### config.mk
export PLATFORM = sky130hd
export DESIGN_NAME = sram_arbiter_flat
export DESIGN_NICKNAME = d
export VERILOG_FILES = /design/src/rtl/sram_arbiter_if.sv /design/src/rtl/sram_arbiter.sv /design/src/flat_wrapper.sv
export SDC_FILE = /design/constraint.sdc
export NUM_CORES = 1
export LEC_CHECK = 0
export ABC_AREA = 1
export ABC_CLOCK_PERIOD_IN_PS = 1700
export BUFFER_PORTS_ARGS = -buffer_cell sky130_fd_sc_hd__buf_2
export CORE_MARGIN = 4
export CORE_UTILIZATION = 47
export DETAILED_ROUTE_END_ITERATION = 10
export PLACE_DENSITY = 0.91
export SYNTH_ARGS = -nofsm -noshare
export SYNTH_HDL_FRONTEND = slang
export SYNTH_SLANG_ARGS = --single-unit
### constraint.sdc
create_clock -name clk -period 1.7 [get_ports clk]
set_input_delay 0.17 -clock clk [delete_from_list [all_inputs] [get_ports clk]]
set_output_delay 0.17 -clock clk [all_outputs]
set_load 0.01 [all_outputs]
### src/rtl/sram_arbiter_if.sv
// Bundles the two requester ports and the sram_iface handshake driven by sram_arbiter.
// slave is the arbiter's view; master is the view of the requesters plus the SRAM side.
interface sram_arbiter_if #(
  parameter int unsigned ADDR_W = 16,
  parameter int unsigned DATA_W = 32
);
  logic              req0;
  logic              req1;
  logic              wr0;
  logic              wr1;
  logic [ADDR_W-1:0] addr0;
  logic [ADDR_W-1:0] addr1;
  logic [DATA_W-1:0] wdata0;
  logic [DATA_W-1:0] wdata1;
  logic              ack0;
  logic              ack1;
  logic [DATA_W-1:0] rdata0;
  logic [DATA_W-1:0] rdata1;
  logic              err0;
  logic              err1;
  logic              busy;
  logic              if_start;
  logic              if_writemode;
  logic [ADDR_W-1:0] if_address;
  logic [DATA_W-1:0] if_w_data;
  logic [DATA_W-1:0] if_r_data;
  logic              if_done;

  modport slave (
    input  req0, req1, wr0, wr1, addr0, addr1, wdata0, wdata1, if_r_data, if_done,
    output ack0, ack1, rdata0, rdata1, err0, err1, busy,
           if_start, if_writemode, if_address, if_w_data
  );

  modport master (
    output req0, req1, wr0, wr1, addr0, addr1, wdata0, wdata1, if_r_data, if_done,
    input  ack0, ack1, rdata0, rdata1, err0, err1, busy,
           if_start, if_writemode, if_address, if_w_data
  );
endinterface

### src/rtl/sram_arbiter.sv
// Round-robin two-port arbiter/sequencer in front of sram_iface; all outputs registered.
// Optional WAIT timeout enabled by defining SRAM_ARB_TIMEOUT_EN.
module sram_arbiter #(
  parameter int unsigned ADDR_W         = 16,
  parameter int unsigned DATA_W         = 32,
  parameter int unsigned TIMEOUT_CYCLES = 64
) (
  input logic           clk,
  input logic           rst,
  sram_arbiter_if.slave bus
);

  typedef enum logic [1:0] {StIdle, StIssue, StWait, StDone} state_e;

  state_e            state_q, state_d;
  logic              last_q, last_d;
  logic              gnt_q, gnt_d;
  logic              start_q, start_d;
  logic              wm_q, wm_d;
  logic [ADDR_W-1:0] addr_q, addr_d;
  logic [DATA_W-1:0] wdata_q, wdata_d;
  logic              ack0_q, ack0_d;
  logic              ack1_q, ack1_d;
  logic [DATA_W-1:0] rdata0_q, rdata0_d;
  logic [DATA_W-1:0] rdata1_q, rdata1_d;
  logic              busy_q, busy_d;
  logic              sel;
  logic              timeout;

  // Contention goes to the port not served last; a lone requester always wins.
  assign sel = (bus.req0 && bus.req1) ? ~last_q : bus.req1;

`ifdef SRAM_ARB_TIMEOUT_EN
  localparam int unsigned CntW = (TIMEOUT_CYCLES > 255) ? $clog2(TIMEOUT_CYCLES) : 8;

  logic [CntW-1:0] cnt_q, cnt_d;
  logic            err0_q, err0_d;
  logic            err1_q, err1_d;

  assign timeout = (cnt_q == CntW'(TIMEOUT_CYCLES - 1));

  always_comb begin
    cnt_d  = cnt_q;
    err0_d = 1'b0;
    err1_d = 1'b0;
    if (state_q == StIssue) begin
      cnt_d = '0;
    end else if (state_q == StWait && !bus.if_done) begin
      if (timeout) begin
        err0_d = ~gnt_q;
        err1_d = gnt_q;
      end else begin
        cnt_d = cnt_q + 1'b1;
      end
    end
  end

  always_ff @(posedge clk) begin
    if (rst) begin
      cnt_q  <= '0;
      err0_q <= 1'b0;
      err1_q <= 1'b0;
    end else begin
      cnt_q  <= cnt_d;
      err0_q <= err0_d;
      err1_q <= err1_d;
    end
  end

  assign bus.err0 = err0_q;
  assign bus.err1 = err1_q;
`else
  logic unused_cfg;
  assign unused_cfg = ^TIMEOUT_CYCLES;
  assign timeout    = 1'b0;
  assign bus.err0   = 1'b0;
  assign bus.err1   = 1'b0;
`endif

  always_comb begin
    state_d  = state_q;
    last_d   = last_q;
    gnt_d    = gnt_q;
    start_d  = 1'b0;
    wm_d     = wm_q;
    addr_d   = addr_q;
    wdata_d  = wdata_q;
    ack0_d   = 1'b0;
    ack1_d   = 1'b0;
    rdata0_d = rdata0_q;
    rdata1_d = rdata1_q;
    unique case (state_q)
      StIdle: begin
        if (bus.req0 || bus.req1) begin
          gnt_d   = sel;
          last_d  = sel;
          wm_d    = sel ? bus.wr1 : bus.wr0;
          addr_d  = sel ? bus.addr1 : bus.addr0;
          wdata_d = sel ? bus.wdata1 : bus.wdata0;
          start_d = 1'b1;
          state_d = StIssue;
        end
      end
      StIssue: state_d = StWait;
      StWait: begin
        if (bus.if_done) begin
          state_d = StDone;
          ack0_d  = ~gnt_q;
          ack1_d  = gnt_q;
          if (!wm_q) begin
            if (gnt_q) rdata1_d = bus.if_r_data;
            else       rdata0_d = bus.if_r_data;
          end
        end else if (timeout) begin
          // Abort: acknowledge with error, read data left untouched.
          state_d = StDone;
          ack0_d  = ~gnt_q;
          ack1_d  = gnt_q;
        end
      end
      StDone:  state_d = StIdle;
      default: state_d = StIdle;
    endcase
    busy_d = (state_d != StIdle);
  end

  always_ff @(posedge clk) begin
    if (rst) begin
      state_q  <= StIdle;
      last_q   <= 1'b1;
      gnt_q    <= 1'b0;
      start_q  <= 1'b0;
      wm_q     <= 1'b0;
      addr_q   <= '0;
      wdata_q  <= '0;
      ack0_q   <= 1'b0;
      ack1_q   <= 1'b0;
      rdata0_q <= '0;
      rdata1_q <= '0;
      busy_q   <= 1'b0;
    end else begin
      state_q  <= state_d;
      last_q   <= last_d;
      gnt_q    <= gnt_d;
      start_q  <= start_d;
      wm_q     <= wm_d;
      addr_q   <= addr_d;
      wdata_q  <= wdata_d;
      ack0_q   <= ack0_d;
      ack1_q   <= ack1_d;
      rdata0_q <= rdata0_d;
      rdata1_q <= rdata1_d;
      busy_q   <= busy_d;
    end
  end

  assign bus.ack0         = ack0_q;
  assign bus.ack1         = ack1_q;
  assign bus.rdata0       = rdata0_q;
  assign bus.rdata1       = rdata1_q;
  assign bus.busy         = busy_q;
  assign bus.if_start     = start_q;
  assign bus.if_writemode = wm_q;
  assign bus.if_address   = addr_q;
  assign bus.if_w_data    = wdata_q;

endmodule

### src/flat_wrapper.sv
// flat-port wrapper written by rule: the top's interface ports become plain ports
module sram_arbiter_flat 
#(
  parameter int unsigned ADDR_W         = 16,
  parameter int unsigned DATA_W         = 32,
  parameter int unsigned TIMEOUT_CYCLES = 64
)
  (clk, rst, bus_req0, bus_req1, bus_wr0, bus_wr1, bus_addr0, bus_addr1, bus_wdata0, bus_wdata1, bus_if_r_data, bus_if_done, bus_ack0, bus_ack1, bus_rdata0, bus_rdata1, bus_err0, bus_err1, bus_busy, bus_if_start, bus_if_writemode, bus_if_address, bus_if_w_data);
  sram_arbiter_if #(.ADDR_W(ADDR_W), .DATA_W(DATA_W)) bus_i ();
  input logic clk;
  input logic rst;
  input wire logic [$bits(bus_i.req0)-1:0] bus_req0;
  input wire logic [$bits(bus_i.req1)-1:0] bus_req1;
  input wire logic [$bits(bus_i.wr0)-1:0] bus_wr0;
  input wire logic [$bits(bus_i.wr1)-1:0] bus_wr1;
  input wire logic [$bits(bus_i.addr0)-1:0] bus_addr0;
  input wire logic [$bits(bus_i.addr1)-1:0] bus_addr1;
  input wire logic [$bits(bus_i.wdata0)-1:0] bus_wdata0;
  input wire logic [$bits(bus_i.wdata1)-1:0] bus_wdata1;
  input wire logic [$bits(bus_i.if_r_data)-1:0] bus_if_r_data;
  input wire logic [$bits(bus_i.if_done)-1:0] bus_if_done;
  output wire logic [$bits(bus_i.ack0)-1:0] bus_ack0;
  output wire logic [$bits(bus_i.ack1)-1:0] bus_ack1;
  output wire logic [$bits(bus_i.rdata0)-1:0] bus_rdata0;
  output wire logic [$bits(bus_i.rdata1)-1:0] bus_rdata1;
  output wire logic [$bits(bus_i.err0)-1:0] bus_err0;
  output wire logic [$bits(bus_i.err1)-1:0] bus_err1;
  output wire logic [$bits(bus_i.busy)-1:0] bus_busy;
  output wire logic [$bits(bus_i.if_start)-1:0] bus_if_start;
  output wire logic [$bits(bus_i.if_writemode)-1:0] bus_if_writemode;
  output wire logic [$bits(bus_i.if_address)-1:0] bus_if_address;
  output wire logic [$bits(bus_i.if_w_data)-1:0] bus_if_w_data;
  assign bus_i.req0 = bus_req0;
  assign bus_i.req1 = bus_req1;
  assign bus_i.wr0 = bus_wr0;
  assign bus_i.wr1 = bus_wr1;
  assign bus_i.addr0 = bus_addr0;
  assign bus_i.addr1 = bus_addr1;
  assign bus_i.wdata0 = bus_wdata0;
  assign bus_i.wdata1 = bus_wdata1;
  assign bus_i.if_r_data = bus_if_r_data;
  assign bus_i.if_done = bus_if_done;
  assign bus_ack0 = bus_i.ack0;
  assign bus_ack1 = bus_i.ack1;
  assign bus_rdata0 = bus_i.rdata0;
  assign bus_rdata1 = bus_i.rdata1;
  assign bus_err0 = bus_i.err0;
  assign bus_err1 = bus_i.err1;
  assign bus_busy = bus_i.busy;
  assign bus_if_start = bus_i.if_start;
  assign bus_if_writemode = bus_i.if_writemode;
  assign bus_if_address = bus_i.if_address;
  assign bus_if_w_data = bus_i.if_w_data;
  sram_arbiter #(.ADDR_W(ADDR_W), .DATA_W(DATA_W), .TIMEOUT_CYCLES(TIMEOUT_CYCLES)) u_core (.clk(clk), .rst(rst), .bus(bus_i));
endmodule
# == Word level (Yosys, flattened, before mapping) ==
# Index checks and enable logic that the tools add are counted.
# op_classes
div_mod_pow,0
n_mul,0
n_bitwise,6
addsub,0
shifts,0
muxes,8
magnitude_cmp,0
n_reduce_logical,9
eq_ne,3
# op_table
op,n
two-way mux 32 bit,1
two-way mux 16 bit,1
case mux 2 bit (4 select lines),1
AND reduction 4 bit,2
NOT 1 bit,6
"== test 2 bit, second input constant",2
two-way mux 2 bit,2
two-way mux 1 bit,3
OR reduction 3 bit,1
"== test 2 x 1 -> 1 bit, second input constant",1
zero test 2 bit,1
AND reduction 2 bit,1
nonzero test 2 bit,1
OR reduction 2 bit,1
logical AND 1 bit,1
logical OR 1 bit,1
# totals
mem_bits_ro,0
word_cells,38
latchBits,0
regBits,121
mem_bits_rw,0
in_bits,135
n_memories,0

# == Longest topological paths before layout ==
# Gate-level depths: netlist of the first run.
# depth
word_depth,4
depth_mapped,9
ltp_nobuf,8

# == Worst setup path after synthesis of the first run ==
# Ideal clock, no wire load.
# synth_timing
kind,reg-to-reg
startpoint,reg u_core.state_q[0]
endpoint,reg u_core.wdata_q[21] (netlist: u_core.bus.if_w_data[21])
stages_incl_launch_ff,10
required_time_ps,1588
path_slack_ps,352
t_arrival_ps,1236
synth_period_minus_slack_ps,1348
cell_sequence,dfxtp_1 inv_1 ha_1 inv_1 nor2_2 buf_4 buf_4 nand2_1 nor2_1 nor2_1
# synth_via
elab_chain_len,2
# synth_rtl
element,line,rtl
start: declaration,sram_arbiter.sv:15,"state_e state_q, state_d;"
start signal: assignment,sram_arbiter.sv:129,state_q <= StIdle;
start signal: assignment,sram_arbiter.sv:142,state_q <= state_d;
zero test 2 bit,sram_arbiter.sv:92,unique case (state_q)
AND reduction 2 bit (no source line),n/a,
end signal: assignment,sram_arbiter.sv:148,wdata_q <= wdata_d;
end: declaration,sram_arbiter.sv:21,"logic [DATA_W-1:0] wdata_q, wdata_d;"
# Every way passes these cells.
# A chain may end at the register's enable or synchronous reset.

# == Final worst setup path of the first run ==
# layout_timing
startpoint,reg u_core.state_q[0]
endpoint,reg u_core.wdata_q[5] (netlist: u_core.bus.if_w_data[5])
# Same word-level chain as after synthesis.

==> flow_summary_export.csv, run 1 <==
group,metric,value,unit
critical_path,timing_worst_setup_path_type,"reg2reg",
power,leakage,0.004004,uW
sta,rsz0062_at_grt,"false",
logic_synthesis,syn_avg_cell_area,6.754,um^2
floorplanning,ios,254,
placed_design,dpl.hpwl,11350,um
sta,fin_crit,1515,ps
global_route,grt_pass1_wl,26390,um
critical_path,crit_required,2000,ps
placed_design,place_congestion,0.8260,
critical_path,worstReg2RegStart,"u_core.state_q[0]$_SDFF_PP0_",
clocking,clk_pin_slew,60,ps
critical_path,start_kind,"flip-flop",
routing,routedWlPerCell,13.33,um
global_route,antenna_found_initial,2,
clocking,root_buffer,"clkbuf_16",
clocking,ctsHtreeMaxLevel,4,
critical_path,r2r_cells,8,
global_route,grt_pass1_vias,5561,
routing,first_iter_violations,550,
clocking,cts_max_path_buffers,2,
critical_path,cp_num_buf_inv,3,
sta,finalSetupTns,0,ps
sta,fin_skew,3.890,ps
layout,final_area,0.007672,mm^2
critical_path,cp-end-kind,"flip-flop",
sta,finalSetupViolations,0,
routing,dr.pass1.iters,5,
sta,hold_viol_final,0,
logic_synthesis,synth_top_family_by_area,"simple AND/OR/NAND/NOR gates",
layout,mostFrequentLayoutCell,"buf_2",
layout,syn_to_final_growth,35.72,%
clocking,clock-sinks,121,
critical_path,cp_slowest_cell,"dfxtp_1",
floorplanning,die_y,117.7,um
floorplanning,die-width,117.7,um
routing,vias,6000,
logic_synthesis,synthMuxAreaShare,0,%
layout,finalNetCount,1205,
hold_path,min_from,"bus_if_r_data[24]",
logic_synthesis,yosysSeqAreaShare,42.85,%
global_route,grt-ovfl-total,0,
routing,ant_nets,0,
power,vdd_drop_max,0.7481,mV
run_status,outcome,"complete, no violations",
logic_synthesis,ys_ff_latch,121,
logic_synthesis,syn_inst,837,
floorplanning,core_area,0.01161,mm^2
placed_design,portBuffers,251,
critical_path,r2r-end,"u_core.bus.if_w_data[5]$_SDFFE_PP0P_",
layout,layout_common_cells,"buf_2, nor2_1, nand2_1",
logic_synthesis,ys_types,21,
logic_synthesis,synthSimpleGateAreaFrac,37.21,%
logic_synthesis,synth-compound-area-share,9.672,%
clocking,post_cts_resized,0,
logic_synthesis,yosys.area.top_type,"dfxtp_1",
logic_synthesis,ys_warn_count,0,
floorplanning,initial_core_util,48.67,%
sta,finalCritPeriodShare,89.12,%
routing,drc,0,
routing,vias_per_cell,4.898,
layout,fill_cells,979,
critical_path,cp.arrival,1810,ps
critical_path,cp_top_family,"simple AND/OR/NAND/NOR gates",
hold_path,hp-class,"in2reg",
power,powerDensity,1430,mW/mm^2
placed_design,place_area,0.007052,mm^2
floorplanning,rows,39,
critical_path,reg2reg_slack,180,ps
run,cap_viol_max_count,0,
routing,drt_wl_total,16320,um
global_route,grt_max_degree,85,
layout,drive_above_1_share,28.33,%
logic_synthesis,synthXorXnorAreaFrac,0,%
logic_synthesis,synth.top_cell.area_share,42.85,%
floorplanning,die_area,0.01385,mm^2
critical_path,slowest_delay,310,ps
logic_synthesis,synthTopCellsByArea,"dfxtp_1, nor2_1, nand2_1, a21boi_0, nand3_1",
clocking,cts_tree,"yes",
clocking,numCtsBuffers,17,
hold_path,hold_end,"u_core.bus.rdata0[24]$_SDFFE_PP0P_",
logic_synthesis,synth_adder_area_share,0.6640,%
sta,max_freq,0.6600,GHz
critical_path,cp_cell_sequence,"inv_1 -> ha_1 -> inv_1 -> nor2_4 -> buf_12 -> nand2_1 -> nor2_1 -> nor2_1",
hold_path,min_path_cells,3,
critical_path,crit_path_start,"u_core.state_q[0]$_SDFF_PP0_",
sta,slew_viol_final,0,
global_route,grt_usage,23.00,%
critical_path,critPathMaxFanout,34,
clocking,insertion_delay,400,ps
logic_synthesis,syn-cell-area,0.005653,mm^2
==> worst min-delay path, stage by stage <==
cell and delay (ps):
buf_2 80, o21ai_0 70, nor2_1 80
==> worst max path at each step <==
stage	endpoint	cells after the start	slack, ps
after global placement	u_core.bus.if_w_data[7]$_SDFFE_PP0P_	8	240
after floorplan	u_core.bus.if_w_data[21]$_SDFFE_PP0P_	9	350
final	u_core.bus.if_w_data[5]$_SDFFE_PP0P_	8	180
after CTS	u_core.bus.if_w_data[5]$_SDFFE_PP0P_	8	180
after detailed placement	u_core.bus.if_w_data[7]$_SDFFE_PP0P_	8	210
after global routing	u_core.bus.if_w_data[5]$_SDFFE_PP0P_	8	30
==> area by class of cell <==
class | count | area, um^2 | area share (%)
clock inverter | 12 | 148.9 | 1.941
timing repair buffer | 270 | 1514 | 19.73
sequential | 121 | 2422 | 31.57
clock buffer | 20 | 456.7 | 5.952
antenna | 2 | 5.005 | 0.06523
tap | 143 | 178.9 | 2.332
multi-input combinational | 596 | 2716 | 35.40
inverter | 61 | 230.2 | 3.001
==> repair_timing <==
action                                 in CTS  in global routing
hold buffers                                1                  0
setup endpoints to repair                   0                  0
endpoints found under the hold margin       3                  0
buffers inserted                            0                  0
==> kinds of logic after synthesis <==
group / after synthesis
AND/OR/NAND/NOR: 507
buffers and inverters: 121
flip-flops: 121
AO/OA/AOI/OAI: 84
adder cells (fa/ha/maj): 3
other: 1
==> Yosys cell counts <==
library cell	number
nand3_1	53
buf_4	15
a21oi_1	1
ha_1	3
nor2_2	1
inv_1	60
nand2_2	1
conb_1	1
dfxtp_1	121
nand2_1	187
o21ai_2	1
o21ai_0	33
inv_2	1
a21boi_0	49
clkbuf_1	19
nor3_1	2
nor3_2	1
buf_1	3
nor2_1	230
nand3b_1	32
buf_2	23
==> metrics by stage <==
step / total power [uW] / hold slack, ps / std cells / setup WS [ps] / util (%)
after CTS: 11070 / 0.6746 / 1223 / 175.7 / 66.02
after global placement: 7284 / 412.7 / 1190 / 242.3 / 60.72
after floorplan: 6078 / 239.1 / 838 / 352.4 / -
after global routing: 11720 / 28.25 / 1225 / 27.08 / 66.06
after detailed placement: 7377 / 426.9 / 1190 / 208.8 / 60.72
final: 10970 / 29.11 / 1225 / 184.9 / 66.06
==> flip-flops by register name, indices dropped and copies added (netlist names) <==
name and flops:
u_core.bus.rdata1 32, u_core.bus.if_w_data 32, u_core.state_q 2, u_core.gnt_q 1, u_core.bus.if_writemode 1, u_core.bus.rdata0 32, u_core.bus.ack0 1, u_core.last_q 1
u_core.bus.ack1 1, u_core.bus.if_start 1, u_core.bus.if_address 16, u_core.bus.busy 1
==> layer usage <==
metal / routed length (um) / track usage [%]
met5: 0 / 0
met4: 315 / 10.11
met3: 1526 / 7.544
met2: 7866 / 38.34
met1: 6616 / 26.98
==> where the power goes <==
group          total [uW]  switching [uW]  leakage, uW  internal, uW
registers            3710             290     0.000990          3420
clock network        3640            1270     0.000288          2370
logic                3620            2190      0.00273          1430
No activity file was read; power rests on OpenSTA's default activity.
==> run 2: changes to the inputs <==
--- a/config.mk
+++ b/config.mk
@@ -8,8 +8,10 @@
 export ABC_AREA = 1
 export ABC_CLOCK_PERIOD_IN_PS = 1700
 export BUFFER_PORTS_ARGS = -buffer_cell sky130_fd_sc_hd__buf_2
+export CELL_PAD_IN_SITES_DETAIL_PLACEMENT = 2
+export CELL_PAD_IN_SITES_GLOBAL_PLACEMENT = 2
 export CORE_MARGIN = 4
-export CORE_UTILIZATION = 47
+export CORE_UTILIZATION = 24
 export DETAILED_ROUTE_END_ITERATION = 10
 export PLACE_DENSITY = 0.91
 export SYNTH_ARGS = -nofsm -noshare
==> flow_summary_export.csv, run 2 (synthesized netlist as in run 1, its figures left out) <==
group,metric,value,unit
layout,fin_cells,1394,
critical_path,critPathMaxFanout,16,
clocking,insertion_delay,420,ps
global_route,grt_pass1_vias,6735,
critical_path,crit_path_start,"u_core.state_q[0]$_SDFF_PP0_",
floorplanning,rows,55,
layout,multi_input_area,0.002719,mm^2
sta,fin_ws,130.4,ps
hold_path,hp-class,"in2reg",
routing,drc,0,
critical_path,start_kind,"flip-flop",
run_status,outcome,"complete, no violations",
global_route,grt_usage,17.26,%
clocking,cts_tree,"yes",
floorplanning,die_y,161.5,um
floorplanning,core_area,0.02292,mm^2
clocking,root_buffer,"clkbuf_16",
sta,max_freq,0.6371,GHz
hold_path,min_from,"bus_if_r_data[29]",
global_route,grt_max_degree,100,
layout,finalNetCount,1205,
layout,seqCellArea,0.002422,mm^2
layout,final_area,0.007910,mm^2
routing,dr.pass1.iters,4,
layout,syn_to_final_growth,39.93,%
placed_design,pre_cts_ws,95.25,ps
floorplanning,die-width,161.5,um
routing,ant_nets,0,
routing,drt_wl_total,23220,um
floorplanning,ios,254,
hold_path,min_path_cells,3,
placed_design,place_congestion,0.7341,
critical_path,reg2reg_slack,130,ps
sta,fin_crit,1570,ps
placed_design,portBuffers,251,
critical_path,cp-end-kind,"flip-flop",
routing,first_iter_violations,234,
routing,vias_per_cell,4.458,
placed_design,dpl.hpwl,16920,um
power,leakage,0.004016,uW
sta,fin_skew,13.96,ps
global_route,grt_pass1_wl,36080,um
routing,vias,6214,
power,powerDensity,1422,mW/mm^2
sta,slew_viol_final,0,
critical_path,timing_worst_setup_path_type,"reg2reg",
clocking,cts_max_path_buffers,2,
placed_design,dp_cells,1359,
layout,drive_above_1_share,28.61,%
floorplanning,initial_core_util,24.67,%
sta,fin_hold_ws,26.67,ps
layout,mostFrequentLayoutCell,"buf_2",
floorplanning,die_area,0.02607,mm^2
run,cap_viol_max_count,0,
global_route,antenna_found_initial,9,
sta,hold_viol_final,0,
global_route,grt-ovfl-total,0,
critical_path,r2r-end,"u_core.bus.rdata0[31]$_SDFFE_PP0P_",
sta,finalSetupTns,0,ps
critical_path,crit_required,2000,ps
power,vdd_drop_max,0.5073,mV
sta,finalCritPeriodShare,92.33,%
sta,finalSetupViolations,0,
hold_path,hold_end,"u_core.bus.rdata0[29]$_SDFFE_PP0P_",
critical_path,r2r_cells,9,
layout,layout_common_cells,"buf_2, nor2_1, nand2_1",
clocking,ctsHtreeMaxLevel,4,
placed_design,place_area,0.007295,mm^2
clocking,clock-sinks,121,
clocking,clk_pin_slew,60,ps
routing,routedWlPerCell,16.66,um
critical_path,worstReg2RegStart,"u_core.state_q[0]$_SDFF_PP0_",
clocking,numCtsBuffers,17,
clocking,postCtsSetupRepairBufs,0,
layout,fill_cells,2797,
critical_path,cp.arrival,1870,ps
## run 2: worst max path at each step
stage	to	slack, ps	cells past startpoint
CTS	u_core.bus.rdata0[25]$_SDFFE_PP0P_	30	8
global route	u_core.bus.rdata0[25]$_SDFFE_PP0P_	-6	9
finish	u_core.bus.rdata0[31]$_SDFFE_PP0P_	130	9
detailed placement	u_core.bus.rdata0[26]$_SDFFE_PP0P_	100	9
global placement	u_core.bus.rdata0[7]$_SDFFE_PP0P_	240	9
floorplan	u_core.bus.if_w_data[21]$_SDFFE_PP0P_	350	9
## run 2: critical path, stage by stage (launching register included)
cell and delay [ps]:
dfxtp_1 320, inv_1 90, ha_1 250, nand2_2 130, inv_1 50, nand2_1 130
inv_2 90, clkbuf_16 190, nor2_1 130, nor2_1 70
## run 2: cell type report
class | instances | share of cell area [%]
Antenna cell | 1 | 0.03164
Timing Repair Buffer | 270 | 19.84
Inverter | 61 | 2.910
Tap cell | 313 | 4.951
Clock buffer | 18 | 5.552
Clock inverter | 14 | 1.724
Multi-Input combinational cell | 596 | 34.37
Sequential cell | 121 | 30.62
## run 2: repair_timing
| item | CTS | global route |
|---|---|---|
| gates resized for setup | 0 | 3 |
| endpoints found under the setup margin | 0 | 3 |
| hold buffers | 1 | 0 |
| hold endpoints to repair | 3 | 0 |
## run 2: power by group
group | switching [uW] | internal [uW] | leakage (uW)
registers | 311 | 3420 | 0.000990
logic | 2430 | 1510 | 0.00275
clock network | 1490 | 2090 | 0.000280
total | 4230 | 7010 | 0.00402
## run 2: stage by stage
stage,utilization (%),power (uW)
5_1_grt,34.52,12140
3_3_place_gp,31.83,7578
4_1_cts,34.39,11450
2_1_floorplan,-,6078
6_report,34.52,11250
3_5_place_dp,31.83,7800
## run 2: metal layers
| layer | vias to the layer above | wire (um) | global-route usage [%] |
|---|---|---|---|
| met2 | 194 | 11590 | 30.51 |
| met5 | - | 102 | 0 |
| met3 | 29 | 1904 | 6.890 |
| li1 | 3050 | - | - |
| met1 | 2925 | 9413 | 19.31 |
| met4 | 16 | 209 | 4.575 |
